`src/rtl/uart_core_if.sv`:
```
// Bus-side signal bundle between the memory controller's UART registers and uart_core.
interface uart_core_if;
    logic        tx_send;
    logic [31:0] tx_data;
    logic        rx_clear;
    logic        rx_pin;
    logic        tx_pin;
    logic        busy;
    logic        rx_flag;
    logic [31:0] rx_data;

    modport master (
        output tx_send, tx_data, rx_clear, rx_pin,
        input  tx_pin, busy, rx_flag, rx_data
    );

    modport slave (
        input  tx_send, tx_data, rx_clear, rx_pin,
        output tx_pin, busy, rx_flag, rx_data
    );
endinterface

```
`src/rtl/uart_core.sv`:
```
// 8N1 UART transceiver: independent TX and RX FSMs sharing one bit-period parameter.
//   state   | meaning
//   S_IDLE  | line idle; TX waits for tx_send, RX waits for synchronized low
//   S_START | start bit (TX drives 0; RX waits to mid-start and re-checks)
//   S_DATA  | 8 data bits, LSB first
//   S_STOP  | stop bit (TX drives 1; RX samples and validates)
module uart_core #(
    parameter int CLKS_PER_BIT = 434
) (
    input  logic       clk,
    input  logic       rst,
    uart_core_if.slave bus
);
    localparam int CW = $clog2(CLKS_PER_BIT);
    localparam logic [CW-1:0] BIT_LAST  = CW'(CLKS_PER_BIT - 1);
    localparam logic [CW-1:0] HALF_LAST = CW'(CLKS_PER_BIT / 2 - 1);

    typedef enum logic [1:0] {S_IDLE, S_START, S_DATA, S_STOP} state_e;

    state_e          tx_state_q, tx_state_d;
    logic [CW-1:0]   tx_cnt_q, tx_cnt_d;
    logic [2:0]      tx_idx_q, tx_idx_d;
    logic [7:0]      tx_shift_q, tx_shift_d;
    logic            tx_pin_q, tx_pin_d;
    logic            busy_q, busy_d;

    state_e          rx_state_q, rx_state_d;
    logic [CW-1:0]   rx_cnt_q, rx_cnt_d;
    logic [2:0]      rx_idx_q, rx_idx_d;
    logic [7:0]      rx_shift_q, rx_shift_d;
    logic [7:0]      rx_data_q, rx_data_d;
    logic            rx_flag_q, rx_flag_d;
    logic            rx_meta_q, rx_meta_d;
    logic            rx_s_q, rx_s_d;

    logic            unused_tx_hi;
    assign unused_tx_hi = ^bus.tx_data[31:8];

    always_comb begin
        tx_state_d = tx_state_q;
        tx_cnt_d   = tx_cnt_q;
        tx_idx_d   = tx_idx_q;
        tx_shift_d = tx_shift_q;
        tx_pin_d   = tx_pin_q;
        busy_d     = busy_q;
        case (tx_state_q)
            S_IDLE: begin
                tx_pin_d = 1'b1;
                if (bus.tx_send) begin
                    tx_shift_d = bus.tx_data[7:0];
                    busy_d     = 1'b1;
                    tx_pin_d   = 1'b0;
                    tx_cnt_d   = BIT_LAST;
                    tx_state_d = S_START;
                end
            end
            S_START: begin
                if (tx_cnt_q == '0) begin
                    tx_state_d = S_DATA;
                    tx_cnt_d   = BIT_LAST;
                    tx_idx_d   = 3'd0;
                    tx_pin_d   = tx_shift_q[0];
                end else begin
                    tx_cnt_d = tx_cnt_q - 1'b1;
                end
            end
            S_DATA: begin
                if (tx_cnt_q == '0) begin
                    tx_cnt_d = BIT_LAST;
                    if (tx_idx_q == 3'd7) begin
                        tx_state_d = S_STOP;
                        tx_pin_d   = 1'b1;
                    end else begin
                        tx_idx_d   = tx_idx_q + 3'd1;
                        tx_shift_d = {1'b0, tx_shift_q[7:1]};
                        tx_pin_d   = tx_shift_q[1];
                    end
                end else begin
                    tx_cnt_d = tx_cnt_q - 1'b1;
                end
            end
            S_STOP: begin
                if (tx_cnt_q == '0) begin
                    tx_state_d = S_IDLE;
                    busy_d     = 1'b0;
                    tx_pin_d   = 1'b1;
                end else begin
                    tx_cnt_d = tx_cnt_q - 1'b1;
                end
            end
            default: tx_state_d = S_IDLE;
        endcase
    end

    always_comb begin
        rx_meta_d  = bus.rx_pin;
        rx_s_d     = rx_meta_q;
        rx_state_d = rx_state_q;
        rx_cnt_d   = rx_cnt_q;
        rx_idx_d   = rx_idx_q;
        rx_shift_d = rx_shift_q;
        rx_data_d  = rx_data_q;
        // Clear first so a valid stop bit in the same cycle overrides it.
        rx_flag_d  = rx_flag_q & ~bus.rx_clear;
        case (rx_state_q)
            S_IDLE: begin
                if (!rx_s_q) begin
                    rx_state_d = S_START;
                    rx_cnt_d   = HALF_LAST;
                end
            end
            S_START: begin
                if (rx_cnt_q == '0) begin
                    if (rx_s_q) begin
                        rx_state_d = S_IDLE;
                    end else begin
                        rx_state_d = S_DATA;
                        rx_cnt_d   = BIT_LAST;
                        rx_idx_d   = 3'd0;
                    end
                end else begin
                    rx_cnt_d = rx_cnt_q - 1'b1;
                end
            end
            S_DATA: begin
                if (rx_cnt_q == '0) begin
                    rx_shift_d = {rx_s_q, rx_shift_q[7:1]};
                    rx_cnt_d   = BIT_LAST;
                    if (rx_idx_q == 3'd7) begin
                        rx_state_d = S_STOP;
                    end else begin
                        rx_idx_d = rx_idx_q + 3'd1;
                    end
                end else begin
                    rx_cnt_d = rx_cnt_q - 1'b1;
                end
            end
            S_STOP: begin
                if (rx_cnt_q == '0) begin
                    rx_state_d = S_IDLE;
                    if (rx_s_q) begin
                        rx_data_d = rx_shift_q;
                        rx_flag_d = 1'b1;
                    end
                end else begin
                    rx_cnt_d = rx_cnt_q - 1'b1;
                end
            end
            default: rx_state_d = S_IDLE;
        endcase
    end

    always_ff @(posedge clk) begin
        if (rst) begin
            tx_state_q <= S_IDLE;
            tx_cnt_q   <= '0;
            tx_idx_q   <= '0;
            tx_shift_q <= '0;
            tx_pin_q   <= 1'b1;
            busy_q     <= 1'b0;
            rx_state_q <= S_IDLE;
            rx_cnt_q   <= '0;
            rx_idx_q   <= '0;
            rx_shift_q <= '0;
            rx_data_q  <= '0;
            rx_flag_q  <= 1'b0;
            rx_meta_q  <= 1'b1;
            rx_s_q     <= 1'b1;
        end else begin
            tx_state_q <= tx_state_d;
            tx_cnt_q   <= tx_cnt_d;
            tx_idx_q   <= tx_idx_d;
            tx_shift_q <= tx_shift_d;
            tx_pin_q   <= tx_pin_d;
            busy_q     <= busy_d;
            rx_state_q <= rx_state_d;
            rx_cnt_q   <= rx_cnt_d;
            rx_idx_q   <= rx_idx_d;
            rx_shift_q <= rx_shift_d;
            rx_data_q  <= rx_data_d;
            rx_flag_q  <= rx_flag_d;
            rx_meta_q  <= rx_meta_d;
            rx_s_q     <= rx_s_d;
        end
    end

    assign bus.tx_pin  = tx_pin_q;
    assign bus.busy    = busy_q;
    assign bus.rx_flag = rx_flag_q;
    assign bus.rx_data = {24'b0, rx_data_q};
endmodule

```
`src/flat_wrapper.sv`:
```
// flat-port wrapper written by rule: the top's interface ports become plain ports
module uart_core_flat 
#(
    parameter int CLKS_PER_BIT = 434
)
  (clk, rst, bus_tx_send, bus_tx_data, bus_rx_clear, bus_rx_pin, bus_tx_pin, bus_busy, bus_rx_flag, bus_rx_data);
  uart_core_if bus_i ();
  input  logic clk;
  input  logic rst;
  input wire logic [$bits(bus_i.tx_send)-1:0] bus_tx_send;
  input wire logic [$bits(bus_i.tx_data)-1:0] bus_tx_data;
  input wire logic [$bits(bus_i.rx_clear)-1:0] bus_rx_clear;
  input wire logic [$bits(bus_i.rx_pin)-1:0] bus_rx_pin;
  output wire logic [$bits(bus_i.tx_pin)-1:0] bus_tx_pin;
  output wire logic [$bits(bus_i.busy)-1:0] bus_busy;
  output wire logic [$bits(bus_i.rx_flag)-1:0] bus_rx_flag;
  output wire logic [$bits(bus_i.rx_data)-1:0] bus_rx_data;
  assign bus_i.tx_send = bus_tx_send;
  assign bus_i.tx_data = bus_tx_data;
  assign bus_i.rx_clear = bus_rx_clear;
  assign bus_i.rx_pin = bus_rx_pin;
  assign bus_tx_pin = bus_i.tx_pin;
  assign bus_busy = bus_i.busy;
  assign bus_rx_flag = bus_i.rx_flag;
  assign bus_rx_data = bus_i.rx_data;
  uart_core #(.CLKS_PER_BIT(CLKS_PER_BIT)) u_core (.clk(clk), .rst(rst), .bus(bus_i));
endmodule
```
`config.mk`:
```
export PLATFORM = sky130hd
export DESIGN_NAME = uart_core_flat
export DESIGN_NICKNAME = d
export VERILOG_FILES = /design/src/rtl/uart_core_if.sv /design/src/rtl/uart_core.sv /design/src/flat_wrapper.sv
export SDC_FILE = /design/constraint.sdc
export NUM_CORES = 1
export LEC_CHECK = 0
export BUFFER_PORTS_ARGS = -buffer_cell sky130_fd_sc_hd__buf_2
export CAP_MARGIN = 5
export CORE_MARGIN = 2
export CORE_UTILIZATION = 25
export DETAILED_ROUTE_END_ITERATION = 6
export GPL_TIMING_DRIVEN = 0
export PLACE_DENSITY = 0.46
export SLEW_MARGIN = 20
export SYNTH_ARGS = -nofsm -noshare
export SYNTH_HDL_FRONTEND = slang
export SYNTH_SLANG_ARGS = --single-unit
```
`constraint.sdc`:
```
create_clock -name clk -period 1.8 [get_ports clk]
set_clock_uncertainty 0.05 [all_clocks]
set_input_delay 0.27 -clock clk [delete_from_list [all_inputs] [get_ports clk]]
set_output_delay 0.27 -clock clk [all_outputs]
set_load 0.05 [all_outputs]
```
Word level (Yosys, flattened, before mapping)
Cells that the tools add are included.

storage, ports and cells
  register bits after elaboration = 57
  bits in latches = 0
  memory bits (writable) = 0
  memory bits (read-only) = 0
  input port bits = 37
  output and inout bits = 35
  logic and storage cells = 112
  memories kept = 0

cells by class
  $add $sub $neg = 4
  multipliers = 0
  divide/modulo/power cells = 0
  magnitude comparators = 0
  equal/unequal tests = 24
  shift operators = 0
  multiplexer cells = 48
  bitwise operators = 2
  reductions and logical operators = 20

operators with widths
  kind                 count
  $mux 9               8
  $pmux 9 s4           1
  $pmux 9 s3           1
  $mux 8               3
  $mux 2               11
  $mux 3               7
  $logic_not 9->1      2
  $sub 9x1->9 const B  2
  $ne 2x1->1 const B   8
  $pmux 2 s4           2
  $pmux 8 s2           1
  $reduce_and 5->1     3
  $ne 2x2->1 const B   7
  $pmux 3 s2           2
  $reduce_and 3->1     4
  $mux 1               10
  $eq 2x2->1 const B   4
  $reduce_and 4->1     2
  $reduce_bool 2->1    4
  $add 3x1->3 const B  2
  $eq 3x3->1 const B   2
  $eq 2x1->1 const B   2
  $logic_not 2->1      2
  $pmux 1 s4           1
  other kinds (6)      7

Depth between registers and ports, before layout
  depth after elaboration = 5
  mapped depth = 9
  gate-level depth less buffers = 7

Least setup slack after synthesis
No wires, ideal clock.

  kind = flip-flop to flip-flop
  start = reg u_core.tx_cnt_q[0]
  end = reg u_core.tx_shift_q[4]
  library setup time = 0.079 ns
  data arrival time = 1.851 ns
  slack = -0.180 ns
  cell stages (with the launch flop) = 9
  buffers on the path = 1
  clock period less this slack = 1.980 ns
  cells stage by stage = dfxtp_1 > inv_1 > ha_1 > nor4b_4 > nand3b_1 > a211oi_4 > buf_6 > nor2_1 > a211oi_2

between the ends
  cells in the longest elaborated chain, start to end = 3

RTL lines
  what                        RTL line          text
  start: declaration          uart_core.sv:21   logic [CW-1:0] tx_cnt_q, tx_cnt_d;
  start signal: assignment    uart_core.sv:171  tx_cnt_q <= tx_cnt_d;
  $logic_not 9->1             uart_core.sv:68   if (tx_cnt_q == '0) begin
  $ne 2x1->1 (no line)        --
  $reduce_and 4->1 (no line)  --
  end signal: assignment      uart_core.sv:173  tx_shift_q <= tx_shift_d;
  end: declaration            uart_core.sv:23   logic [7:0] tx_shift_q, tx_shift_d;

No other way between the ends.
A chain may end at the register's enable or synchronous reset.

Final worst setup path
  start = reg u_core.rx_cnt_q[0]
  end = reg u_core.rx_cnt_q[3]

between the ends
  cells in the longest elaborated chain, start to end = 3
  elaborated cells on any way between the ends = 9

RTL lines
  what                                            RTL line          text
  start: declaration                              uart_core.sv:28   logic [CW-1:0] rx_cnt_q, rx_cnt_d;
  start signal: assignment                        uart_core.sv:177  rx_cnt_q <= rx_cnt_d;
  $sub 9x1->9 or $logic_not 9->1 (tied branches)  --
  $mux 9 (tied with other cells)                  uart_core.sv:139  if (rx_cnt_q == '0) begin
  $pmux 9 s4 or $reduce_and 3->1 (tied branches)  --

Several ways; a longest one is shown, not always the timed one. The select of a mux whose other input is x is not followed.

==> flow_summary_export.csv <==
group,metric,value,unit
setup_path,r2r_setup_slack,-0.13,ns
synthesis,synth_top_cell_by_area,"dfxtp_1",
sta,setup_violations,8,
cts,cts_tree,"done",
synthesis,async_reset_ff_frac,0,
routing,route.vias.total,2991,
setup_path,cp.required,1.94,ns
layout,antenna_cells,0,
global_routing,overflow,0,
layout,area_growth,44.72,%
pwr,switching_share,0.3989,
placement,gp_congestion,0.8198,
floorplan,pin_count,72,
sta,finalCriticalPeriod,1.930,ns
placement,dp_cells,604,
routing,routed_wl,8529,microns
pwr,p_sw,2991,uW
global_routing,grt_pass1_wl,13740,microns
synthesis,syn_avg_cell_area,8.162,sq um
pwr,combPwrFrac,0.522,
cts,insertion_delay,0.33,ns
sta,relSlewSlack,0.5397,
layout,stdcell_area,0.004559,sq mm
pwr,clkPwrFrac,0.245,
cts,cts-root-buf,"clkbuf_16",
synthesis,yosysSeqAreaShare,0.3622,
placement,dp_hpwl,5394,microns
placement,portBuffers,23,
setup_path,start_kind,"register",
global_routing,grt_max_degree,12,
layout,most-common-layout-cells,"dfxtp_1 (51), buf_4 (49), a21oi_1 (45), nand2_1 (34), nor2_1 (29)",
routing,drt_iter0_markers,112,
flow_run,maxCapViolCount,0,
layout,layout_commonest_cell,"dfxtp_1",
layout,nets,523,
setup_path,critical_path_class,"reg2reg",
cts,cts_max_level,3,
routing,ant_nets,0,
routing,drc,0,
routing,wl_per_cell,13.16,microns
synthesis,synthTopCellsByArea,"dfxtp_1 (36%), a21oi_1 (8.6%), buf_4 (6.0%)",
pwr,powerDensity,1645,mW/mm^2
synthesis,netlist_instances,386,
setup_path,critPathArrivalTime,2.07,ns
global_routing,antenna_found_initial,0,
floorplan,placementRows,41,
sta,clock.fmax,518.2,MHz
cts,clkSlewWorstSetupHoldPaths,0.06,ns
floorplan,fp.dieH,116.3,microns
synthesis,synth_top_cell_area_share,0.3622,
synthesis,yosys_warnings,0,
cts,cts-buffers-inserted,9,
pwr,ir_drop,778.6,uV
floorplan,start_util,0.2527,
setup_path,critPathMaxFanout,4,
setup_path,cp-end-kind,"register",
pwr,p_int,4508,uW
synthesis,ys_seq_elements,57,
sta,finalMaxSlewViolations,0,
run_status,violations,"setup timing",
pwr,seqPwrFrac,0.233,
floorplan,die_w,116.3,microns
routing,via_per_inst,4.616,
layout,drive_gt1_frac,0.3803,
global_routing,grt_pass1_vias,2800,
sta,hold_viol_final,0,
run_status,status,"finished, violations left",
setup_path,reg2reg_depth,9,
synthesis,netlist_area,0.003151,sq mm
synthesis,synth_edf_count,0,
cts,cts_num_sinks,57,
sta,min_period_over_period,1.072,
global_routing,track_usage,0.1299,
layout,fin_cells,648,
synthesis,synth.distinct_cells,53,
pwr,leakage,0.001808,uW
placement,place_area,0.003631,sq mm
synthesis,ys.flop_type,"dfxtp_1",
cts,cts_buffer_depth,2,
floorplan,fp.dieArea,0.01352,sq mm
sta,fin_ws,-0.1298,ns
floorplan,core,0.01247,sq mm
sta,rsz0062_at_grt,"true",
sta,worst_pin_slew,0.6904,ns
min_path,holdPathStages,2,
routing,first_pass_iters,4,
min_path,hp-class,"in2reg",
==> registers in the layout (all words and copies together) (netlist names), named ones only <==
| signal | count |
|---|---|
| u_core.bus.busy | 1 |
| u_core.bus.rx_flag | 1 |
| u_core.bus.tx_pin | 1 |
| u_core.rx_cnt_q | 9 |
| u_core.rx_data_q | 8 |
| u_core.rx_idx_q | 3 |
| u_core.rx_meta_q | 1 |
| u_core.rx_s_q | 1 |
| u_core.rx_shift_q | 8 |
| u_core.rx_state_q | 1 |
| u_core.tx_cnt_q | 9 |
| u_core.tx_idx_q | 3 |
| u_core.tx_shift_q | 8 |
| u_core.tx_state_q | 2 |
==> cells in the mapped netlist (6+ instances only) <==
library cell,count
mux2i_1,10
nand3_1,11
clkbuf_1,15
inv_1,14
nor2_1,36
dfxtp_1,57
nand2_1,39
o21ai_0,21
nand2b_1,6
nor3_1,9
a211oi_1,6
ha_1,15
a21oi_1,54
buf_4,25
==> cells by family (layout without fill, tap and decap cells) <==
group | after synthesis | after routing | share of synthesized area
AO/OA/AOI/OAI | 107 | 107 | 0.2089
other | 1 | 24 | 0.001190
flip-flops | 57 | 57 | 0.3622
XOR/XNOR | 1 | 1 | 0.002780
AND/OR/NAND/NOR | 137 | 138 | 0.2311
multiplexers | 10 | 10 | 0.03177
adder cells (fa/ha/maj) | 15 | 15 | 0.05957
buffers and inverters | 58 | 124 | 0.1025
==> cell type report <==
class | instances | area [sq um]
fill | 1293 | 7906
tap | 172 | 215.2
multi-input combinational | 295 | 2143
timing repair buffer | 54 | 370.4
buffer | 40 | 297.8
sequential | 57 | 1156
clock inverter | 7 | 93.84
clock buffer | 9 | 225.2
inverter | 14 | 57.56
==> final timing paths <==
| kind | from | to |
|---|---|---|
| worst min-delay path | bus_rx_pin | u_core.rx_meta_q$_SDFF_PP1_ |
| worst min register to register | u_core.rx_meta_q$_SDFF_PP1_ | u_core.rx_s_q$_SDFF_PP1_ |
| worst max-delay path | u_core.rx_cnt_q[0]$_SDFFE_PP0P_ | u_core.rx_cnt_q[3]$_SDFFE_PP0P_ |
| worst max register to register | u_core.rx_cnt_q[0]$_SDFFE_PP0P_ | u_core.rx_cnt_q[3]$_SDFFE_PP0P_ |
==> critical path, cell delays in order, from the launching register on <==
cell	delay, ns
dfxtp_2	0.33
inv_2	0.07
ha_4	0.14
nor4b_4	0.29
nand2_2	0.16
buf_4	0.17
buf_6	0.11
a21o_1	0.19
a41oi_2	0.20
o32ai_1	0.09
==> per-layer routing <==
metal,wire [microns],share of wire,vias up,track usage
met5,0,0,-,0
met4,44,0.0052,0,0.04206
met3,334,0.039,4,0.03788
met2,4176,0.49,62,0.2116
met1,3973,0.47,1425,0.1656
li1,-,-,1500,-
==> repair_timing <==
item,CTS,global route
hold buffers,0,0
buffers inserted,23,6
gates resized for setup,54,48
setup endpoints to repair,53,54
gates cloned,3,0
pin swaps,27,29
==> stage by stage <==
| step | power (uW) | setup WS (ns) | setup TNS, ns | util | hold WS [ns] |
|---|---|---|---|---|---|
| final | 7499 | -0.1298 | -0.4423 | 0.3658 | 0.08068 |
| after global routing | 7993 | -0.2243 | -3.958 | 0.3658 | 0.08428 |
| after CTS | 6928 | -0.1150 | -0.9359 | 0.3475 | 0.06822 |
| after detailed placement | 4352 | -0.3671 | -11.62 | 0.2913 | 0.3475 |
| after global placement | 4318 | -0.3619 | -10.76 | 0.2913 | 0.3501 |
| after floorplan | 3801 | -0.02486 | -0.06205 | - | 0.3238 |
==> power by group through the flow <==
stage / Sequential (uW) / Clock (uW) / Combinational [uW]
2_1_floorplan: 1750 / 0 / 2050
3_3_place_gp: 1730 / 0 / 2590
3_5_place_dp: 1740 / 0 / 2610
4_1_cts: 1720 / 1880 / 3320
5_1_grt: 1770 / 1950 / 4280
6_report: 1750 / 1840 / 3920
No activity file was read; power rests on OpenSTA's default activity.
